## config.mk

```make
export PLATFORM = sky130hd
export DESIGN_NAME = player_pos_ctrl
export DESIGN_NICKNAME = d
export VERILOG_FILES = /design/src/rtl/player_pos_ctrl.sv
export SDC_FILE = /design/constraint.sdc
export NUM_CORES = 1
export LEC_CHECK = 0
export ABC_AREA = 1
export CELL_PAD_IN_SITES_DETAIL_PLACEMENT = 1
export CELL_PAD_IN_SITES_GLOBAL_PLACEMENT = 1
export CORE_AREA = 2 2 94 96
export CTS_CLUSTER_DIAMETER = 80
export DETAILED_ROUTE_END_ITERATION = 8
export DIE_AREA = 0 0 96 98
export GPL_TIMING_DRIVEN = 1
export HOLD_SLACK_MARGIN = 0.08
export PLACE_DENSITY = 0.72
export SETUP_SLACK_MARGIN = 0.02
export SLEW_MARGIN = 5
export SYNTH_ARGS = -nofsm -noshare
export SYNTH_HDL_FRONTEND = slang
export SYNTH_SLANG_ARGS = --single-unit
export TNS_END_PERCENT = 30
```

## constraint.sdc

```tcl
create_clock -name clk -period 3.3 [get_ports clk]
set_clock_uncertainty 0.2 [all_clocks]
set_input_delay 0.66 -clock clk [delete_from_list [all_inputs] [get_ports clk]]
set_output_delay 0.66 -clock clk [all_outputs]
set_load 0.005 [all_outputs]
```

## src/rtl/player_pos_ctrl.sv

```systemverilog
// Player grid-position controller: turns direction-key pulses into a bounded
// row/column position, rate-limits moves with a step cooldown, and runs the
// IDLE/PLAY/DONE game-phase FSM. All outputs come straight from registers.
module player_pos_ctrl #(
  parameter int unsigned ROWS       = 18,
  parameter int unsigned COLS       = 26,
  parameter int unsigned START_R    = 0,
  parameter int unsigned START_C    = 0,
  parameter int unsigned STEP_TICKS = 5_000_000
) (
  input  logic       clk,
  input  logic       rst,
  input  logic       game_start,
  input  logic       game_over,
  input  logic       key_up,
  input  logic       key_down,
  input  logic       key_left,
  input  logic       key_right,
  output logic [4:0] row,
  output logic [4:0] column,
  output logic       playing,
  output logic       moved,
  output logic [9:0] move_cnt
);

  // Wide enough for STEP_TICKS-1 even when STEP_TICKS is 1.
  localparam int unsigned CdW = $clog2(STEP_TICKS + 1);
  localparam logic [CdW-1:0] CdLoad = CdW'(STEP_TICKS - 1);
  localparam logic [4:0] RowMax   = 5'(ROWS - 1);
  localparam logic [4:0] ColMax   = 5'(COLS - 1);
  localparam logic [4:0] RowStart = 5'(START_R);
  localparam logic [4:0] ColStart = 5'(START_C);
  // Parked position never matches a legal trophy cell.
  localparam logic [4:0] Parked   = 5'd31;

  typedef enum logic [1:0] {StIdle, StPlay, StDone} state_e;
  typedef enum logic [1:0] {DirUp, DirDown, DirLeft, DirRight} dir_e;

  state_e         state_q, state_d;
  logic [4:0]     row_q, row_d;
  logic [4:0]     col_q, col_d;
  logic           moved_q, moved_d;
  logic [9:0]     cnt_q, cnt_d;
  logic [CdW-1:0] cd_q, cd_d;
  logic           pend_vld_q, pend_vld_d;
  dir_e           pend_dir_q, pend_dir_d;

  logic       key_any;
  dir_e       key_dir;
  logic       apply_vld;
  dir_e       apply_dir;
  logic       in_bounds;
  logic [4:0] tgt_row;
  logic [4:0] tgt_col;

  // Priority key decode: up > down > left > right.
  always_comb begin
    key_any = key_up | key_down | key_left | key_right;
    key_dir = DirRight;
    if (key_up) begin
      key_dir = DirUp;
    end else if (key_down) begin
      key_dir = DirDown;
    end else if (key_left) begin
      key_dir = DirLeft;
    end
  end

  // Pick the direction to apply (fresh key beats pending) and bound-check its target.
  always_comb begin
    apply_vld = key_any | pend_vld_q;
    apply_dir = key_any ? key_dir : pend_dir_q;
    tgt_row   = row_q;
    tgt_col   = col_q;
    in_bounds = 1'b0;
    unique case (apply_dir)
      DirUp: begin
        in_bounds = (row_q != 5'd0);
        tgt_row   = row_q - 5'd1;
      end
      DirDown: begin
        in_bounds = (row_q < RowMax);
        tgt_row   = row_q + 5'd1;
      end
      DirLeft: begin
        in_bounds = (col_q != 5'd0);
        tgt_col   = col_q - 5'd1;
      end
      DirRight: begin
        in_bounds = (col_q < ColMax);
        tgt_col   = col_q + 5'd1;
      end
    endcase
  end

  // Next-state logic for the phase FSM, position, cooldown and pending buffer.
  always_comb begin
    state_d    = state_q;
    row_d      = row_q;
    col_d      = col_q;
    moved_d    = 1'b0;
    cnt_d      = cnt_q;
    cd_d       = cd_q;
    pend_vld_d = pend_vld_q;
    pend_dir_d = pend_dir_q;

    if (game_start) begin
      state_d    = StPlay;
      row_d      = RowStart;
      col_d      = ColStart;
      cnt_d      = 10'd0;
      cd_d       = '0;
      pend_vld_d = 1'b0;
    end else begin
      case (state_q)
        StPlay: begin
          if (game_over) begin
            state_d = StDone;
          end else if (cd_q != '0) begin
            cd_d = cd_q - CdW'(1);
            // Newest key during cooldown overwrites the buffer.
            if (key_any) begin
              pend_vld_d = 1'b1;
              pend_dir_d = key_dir;
            end
          end else if (apply_vld) begin
            // Consumed whether or not the move hits a wall.
            pend_vld_d = 1'b0;
            if (in_bounds) begin
              row_d   = tgt_row;
              col_d   = tgt_col;
              moved_d = 1'b1;
              cnt_d   = (cnt_q == 10'h3ff) ? cnt_q : cnt_q + 10'd1;
              cd_d    = CdLoad;
            end
          end
        end
        default: ;  // Idle and Done hold everything; keys are dropped.
      endcase
    end
  end

  // State registers with synchronous reset.
  always_ff @(posedge clk) begin
    if (rst) begin
      state_q    <= StIdle;
      row_q      <= Parked;
      col_q      <= Parked;
      moved_q    <= 1'b0;
      cnt_q      <= 10'd0;
      cd_q       <= '0;
      pend_vld_q <= 1'b0;
      pend_dir_q <= DirUp;
    end else begin
      state_q    <= state_d;
      row_q      <= row_d;
      col_q      <= col_d;
      moved_q    <= moved_d;
      cnt_q      <= cnt_d;
      cd_q       <= cd_d;
      pend_vld_q <= pend_vld_d;
      pend_dir_q <= pend_dir_d;
    end
  end

  assign row      = row_q;
  assign column   = col_q;
  assign playing  = (state_q == StPlay);
  assign moved    = moved_q;
  assign move_cnt = cnt_q;

endmodule

```

==> out/results.ini, run 1 <==
[logic_synthesis]
ys.flop_type = dfxtp_1
synth_area_per_cell_um2 = 6.59
synth-edff-count = 0
syn_nets = 511
synthArstFlopShare_pct = 0
yosys.area_share.adder_pct = 4.31
synth_area_mm2 = 0.00325
synth_cells = 493
yosysUniqueCellTypes = 35
synth_compound_area_share_pct = 8.16
muxShareOfSynthArea_pct = 0
synth_top_family_by_area = simple AND/OR/NAND/NOR gates
ys_ff_latch = 49
yosysWarnings = 0
seq_area_frac_synth_pct = 30.2
synthXorXnorAreaFrac_pct = 6.20
synth-simple-area-share_pct = 42.3

[floorplan]
start_util_pct = 38.4
die_h_um = 98
ioPinCount = 30
dieArea_mm2 = 0.00941
row_count = 34
die_w_um = 96
coreArea_mm2 = 0.00847

[clock_network]
clk_path_buf_depth = 2
cts_resized = 0
cts_made_buffers = 5
cts-hold-fix-buffers = 0
tritoncts = yes
post_cts.repair.setup_buffers = 0
cts_root_buffer = clkbuf_8
cts_max_level = 2
clock-sinks = 49
clkTransAtPathRegs_ps = 100
clock_latency_ps = 310

[timing]
relSlewSlack_pct = 62.1
timing_hold_violations_final = 0
slew_viol_final = 0
min_period_ps = 3000
fmax_mhz = 334
tightest_slew_ps = 564
rsz0062_at_grt = false
setup_viol = 0
fin_crit_sh_pct = 90.8

[detailed_routing]
dr.first_iter.drc_count = 110
wl_met2_mm = 4.35
firstDrtPassIters = 4
post_drt_wl_per_cell_um = 14.4
wirelength_met1_mm = 4.54
drc_errors = 0
routed_wl_mm = 9.13
via_count = 3276
vias_per_cell = 5.16
route.met3.wl_um = 168
ant_nets = 0
highest_layer = met4

[finish]
antenna_cells = 0
area_growth_pct = 16.2
n_fill_cell = 1111
drive_gt1_share_pct = 10.4
nets = 545
fin_area_mm2 = 0.00378

[setup_path]
path_class = in2reg
crit_arrival_ps = 3050
critical_path.endpoint_type = flip-flop
cp_max_fo = 4
cp-start-kind = input port
reg2reg_depth = 12
required_ps = 3350
r2r_setup_slack_ps = 850

[place]
gp_routability_congestion = 0.806
placed_area_mm2 = 0.00367
port_buffers = 29
dpl.hpwl_mm = 6.86

[power]
total_power_mw = 1.98
peakVddDrop_v = 0.000191
powerDensity_mw_per_mm2 = 525
p_leak_nw = 1.71

[global_route]
antenna_found_initial = 0
grt_pass1_vias = 3250
grt_pass1_wl_mm = 15.6
grt_usage_pct = 20.5
grt_overflow = 0
grt_max_degree = 25

[run_status]
status = finished clean

[job]
max_cap_viol_count = 0

[worst_hold_path]
hp-class = reg2reg
hold_depth = 2

-- sequential cells by signal (all words and copies together), names as in the netlist --
signal	count
cd_q	23
moved	1
state_q	2
move_cnt	10
column	5
row	5
pend_dir_q	2
pend_vld_q	1
-- cell usage in the layout, fill, tap and decap left out, types with 2 or more instances in the layout --
master             n
xor2_1            21
o21ai_0            2
nor2_4             2
ha_1               8
nand2_2            4
fa_1               2
xnor2_1            2
clkbuf_8           5
buf_4             12
nand3_2            3
a21oi_1           43
nand2_1          107
inv_2              6
nand3_1           79
or2_2              3
nor2_1            67
dfxtp_1           49
nor3_1             4
nor2_2            12
nand4_1            8
clkinv_1           2
inv_1             44
clkdlybuf4s50_1   29
-- where the power goes --
part / total (mW) / switching, mW / internal, mW
Sequential: 0.672 / 0.0463 / 0.626
Combinational: 0.868 / 0.555 / 0.313
Clock: 0.441 / 0.220 / 0.221
Total: 1.98 / 0.821 / 1.16
-- synth_stat cells, types with 2 or more instances --
master	instances	share of area, %
buf_6	4	1.4
nor2_1	67	7.7
buf_4	2	0.46
xor2_1	21	5.7
nand3_1	79	12
o21ai_0	2	0.31
nand2_1	107	12
fa_1	2	1.2
nand4_1	8	1.5
buf_2	2	0.31
nand2_2	4	0.77
nand3_2	3	0.92
inv_1	44	5.1
nor2_4	2	0.69
a21oi_1	43	6.6
nor2_2	12	2.3
dfxtp_1	49	30
clkbuf_1	6	0.69
nor3_1	4	0.62
clkinv_1	2	0.23
ha_1	8	3.1
xnor2_1	2	0.54
inv_2	6	0.69
or2_2	3	0.58
-- path summary, 6_finish.rpt --
check | end | startpoint
hold / removal | state_q[0]$_SDFFE_PP0P_ | state_q[0]$_SDFFE_PP0P_
setup / recovery | row[4]$_SDFFE_PP1P_ | key_down
setup reg to reg | cd_q[12]$_SDFFE_PP0P_ | cd_q[0]$_SDFFE_PP0P_
hold reg to reg | state_q[0]$_SDFFE_PP0P_ | state_q[0]$_SDFFE_PP0P_
-- metal layers --
layer | up-vias | track usage [%]
li1 | 1654 | -
met1 | 1584 | 28.7
met2 | 33 | 33.9
met3 | 5 | 2.31
met4 | 0 | 3.63
met5 | - | 0
-- per-stage QoR --
step	setup WS [ps]	TNS, ps	hold slack [ps]	util [%]	instances
2_1_floorplan	755	0	235	-	493
3_3_place_gp	137	0	251	43.4	628
3_5_place_dp	-10.3	-15.1	257	43.4	628
4_1_cts	288	0	272	44.6	635
5_1_grt	23.2	0	295	44.6	635
6_report	304	0	264	44.6	635
-- worst max-delay path, stage by stage --
cell and delay, ps:
clkdlybuf4s50_1 480, inv_1 60, a21oi_1 170, nand2_1 150, inv_2 110, nand2_1 120
fa_1 410, nand2_1 100, nand2_1 50, a21oi_1 150, inv_1 60, nand2_1 50
nand2_1 60, nand2_1 70, nand2_1 50, nor2_1 110, nand3_1 100, nand3_1 100
-- layout make-up --
| class | instances | area [um^2] | area share, % |
|---|---|---|---|
| Inverter | 52 | 195 | 5.17 |
| Sequential cell | 49 | 981 | 26.0 |
| Tap cell | 108 | 135 | 3.58 |
| Clock inverter | 2 | 35.0 | 0.928 |
| Timing Repair Buffer | 41 | 380 | 10.1 |
| Multi-Input combinational cell | 378 | 1980 | 52.5 |
| Clock buffer | 5 | 68.8 | 1.82 |
-- cell families after synthesis --
| kind of cell | count (synthesis) |
|---|---|
| AND/OR/NAND/NOR | 296 |
| AO/OA/AOI/OAI | 49 |
| XOR/XNOR | 23 |
| flip-flops | 49 |
| adder cells (fa/ha/maj) | 10 |
| buffers and inverters | 66 |
Note: power is estimated with default switching activity, not from simulation.
==> inputs of run 2 (changes only) <==
--- a/config.mk
+++ b/config.mk
@@ -8,13 +8,13 @@
 export ABC_AREA = 1
 export CELL_PAD_IN_SITES_DETAIL_PLACEMENT = 1
 export CELL_PAD_IN_SITES_GLOBAL_PLACEMENT = 1
-export CORE_AREA = 2 2 94 96
+export CORE_AREA = 10 10 101 103
 export CTS_CLUSTER_DIAMETER = 80
 export DETAILED_ROUTE_END_ITERATION = 8
-export DIE_AREA = 0 0 96 98
+export DIE_AREA = 0 0 111 113
 export GPL_TIMING_DRIVEN = 1
 export HOLD_SLACK_MARGIN = 0.08
-export PLACE_DENSITY = 0.72
+export PLACE_DENSITY = 0.74
 export SETUP_SLACK_MARGIN = 0.02
 export SLEW_MARGIN = 5
 export SYNTH_ARGS = -nofsm -noshare
==> run 2 against run 1 <==
Against the previous run:
- worst setup slack better by 22 ps
- critical path depth down 1
- clock power rose by 8.2%
- final area about the same
- clock-buffer cell count grew 1
- sequential power barely moved
- combinational power down 0.6%
- first-iteration DRC count is 16% higher
- flip-flop and latch count unchanged
- largest cell class unchanged
==> out/results.ini, run 2 (synthesized netlist as in run 1, its figures left out) <==
[floorplan]
die_h_um = 113  ; was 98 um
dieArea_mm2 = 0.0125  ; was 0.00941 mm^2
coreArea_mm2 = 0.00813  ; was 0.00847 mm^2
die_w_um = 111  ; was 96 um
row_count = 33  ; was 34
start_util_pct = 39.9  ; was 38.4%
ioPinCount = 30  ; unchanged

[clock_network]
cts-hold-fix-buffers = 0  ; unchanged
cts_resized = 0  ; unchanged
tritoncts = yes  ; unchanged
clock-sinks = 49  ; unchanged
cts_max_level = 2  ; unchanged
cts_made_buffers = 5  ; unchanged
clock_latency_ps = 320  ; was 310 ps
clkTransAtPathRegs_ps = 110  ; was 100 ps
post_cts.repair.setup_buffers = 0  ; unchanged
cts_root_buffer = clkbuf_8  ; unchanged
clk_path_buf_depth = 2  ; unchanged

[place]
gp_routability_congestion = 0.791  ; was 0.806
dpl.hpwl_mm = 6.88  ; was 6.86 mm
dp_slack_ps = -17.5  ; was -10.3 ps
port_buffers = 29  ; unchanged
placed_area_mm2 = 0.00366  ; was 0.00367 mm^2

[finish]
area_growth_pct = 16.3  ; was 16.2%
antenna_cells = 0  ; unchanged
final_cell_mix = nand2_1, nand3_1, nor2_1  ; unchanged
final_common_cell = nand2_1  ; unchanged
final_util_pct = 46.5  ; was 44.6%
nets = 542  ; was 545
largest-register = cd_q  ; unchanged
drive_gt1_share_pct = 10.1  ; was 10.4%
multi_input_area_mm2 = 0.00198  ; unchanged
fin_area_mm2 = 0.00378  ; about the same
largest_reg_flops = 23  ; unchanged
n_fill_cell = 1090  ; was 1111
regArea_um2 = 981  ; unchanged

[power]
peakVddDrop_v = 0.000256  ; was 0.000191 V
powerDensity_mw_per_mm2 = 532  ; was 525 mW/mm^2
p_leak_nw = 1.71  ; about the same
total_power_mw = 2.01  ; was 1.98 mW

[setup_path]
path_class = in2reg  ; unchanged
cp_max_fo = 6  ; was 4
required_ps = 3330  ; was 3350 ps
critical_path.endpoint_type = flip-flop  ; unchanged
cp-start-kind = input port  ; unchanged
crit_arrival_ps = 3000  ; was 3050 ps

[timing]
fin_crit_sh_pct = 90.1  ; was 90.8%
min_period_ps = 2970  ; was 3000 ps
setup_viol = 0  ; unchanged
slew_viol_final = 0  ; unchanged
timing.final.ws_setup_ps = 326  ; was 304 ps
timing_hold_violations_final = 0  ; unchanged
rsz0062_at_grt = false  ; unchanged
fmax_mhz = 336  ; was 334 MHz
tightest_slew_ps = 619  ; was 564 ps
relSlewSlack_pct = 58.4  ; was 62.1%

[global_route]
antenna_found_initial = 0  ; unchanged
grt_pass1_wl_mm = 16.5  ; was 15.6 mm
grt_overflow = 0  ; unchanged
grt_usage_pct = 15.1  ; was 20.5%
grt_max_degree = 25  ; unchanged
grt_pass1_vias = 3449  ; was 3250

[job]
max_cap_viol_count = 0  ; unchanged

[worst_hold_path]
hp-class = reg2reg  ; unchanged

[detailed_routing]
routed_wl_mm = 9.21  ; was 9.13 mm
dr.first_iter.drc_count = 128  ; was 110
ant_nets = 0  ; unchanged
firstDrtPassIters = 4  ; unchanged
post_drt_wl_per_cell_um = 14.6  ; was 14.4 um
vias_per_cell = 5.14  ; was 5.16
via_count = 3241  ; was 3276
drc_errors = 0  ; unchanged

[run_status]
status = finished clean  ; unchanged

## run 2: cell types whose count changed in the layout (fill, tap and decap cells not counted)
cell	change
buf_4	-4
clkinvlp_4	+1
clkinv_2	-1
buf_12	+1
clkbuf_8	+1
## run 2: worst max-delay path: stages
cell and delay, ps:
clkdlybuf4s50_1 470, inv_1 60, a21oi_1 180, nand2_1 150
inv_2 110, nand2_1 160, fa_1 440, nand2_1 100
a21oi_1 90, nor2_1 90, nand2_1 60, nand2_1 90
nand2_1 50, nand2_1 60, nor2_1 40, a21oi_1 140
nand2_1 60
## run 2: power by group
part           internal (mW)  total, mW  switching [mW]
Clock                  0.247      0.477           0.230
Combinational          0.312      0.863           0.550
Sequential             0.626      0.671          0.0457
## run 2: stage by stage
step                setup TNS [ps]  hold WS (ps)  instances
finish                           0           274        630
global route                     0           291        630
CTS                              0           272        630
detailed placement           -17.5           254        622
global placement                 0           251        622
floorplan                        0           235        493
## run 2: metal layers
metal  global-route usage [%]  up-vias  wire, um
met3                     2.96        7       291
met4                     3.65        0        63
li1                         -     1652         -
met1                     18.9     1553      4570
met2                     26.0       29      4280
met5                        0        -         0
## run 2: final timing paths
path	startpoint	end	slack, ps	cells after the start
worst max-delay path	key_down	column[4]$_SDFFE_PP1P_	330	17
worst min-delay path	state_q[0]$_SDFFE_PP0P_	state_q[0]$_SDFFE_PP0P_	270	2
worst max register to register	cd_q[0]$_SDFFE_PP0P_	cd_q[7]$_SDFFE_PP0P_	870	12
worst min register to register	state_q[0]$_SDFFE_PP0P_	state_q[0]$_SDFFE_PP0P_	270	2
## run 2: layout make-up
type,count,share of cell area (%)
Multi-Input combinational cell,378,52.4
Timing Repair Buffer,38,9.80
Clock buffer,6,2.19
Clock inverter,2,0.993
Inverter,52,5.17
Sequential cell,49,26.0
Tap cell,105,3.48
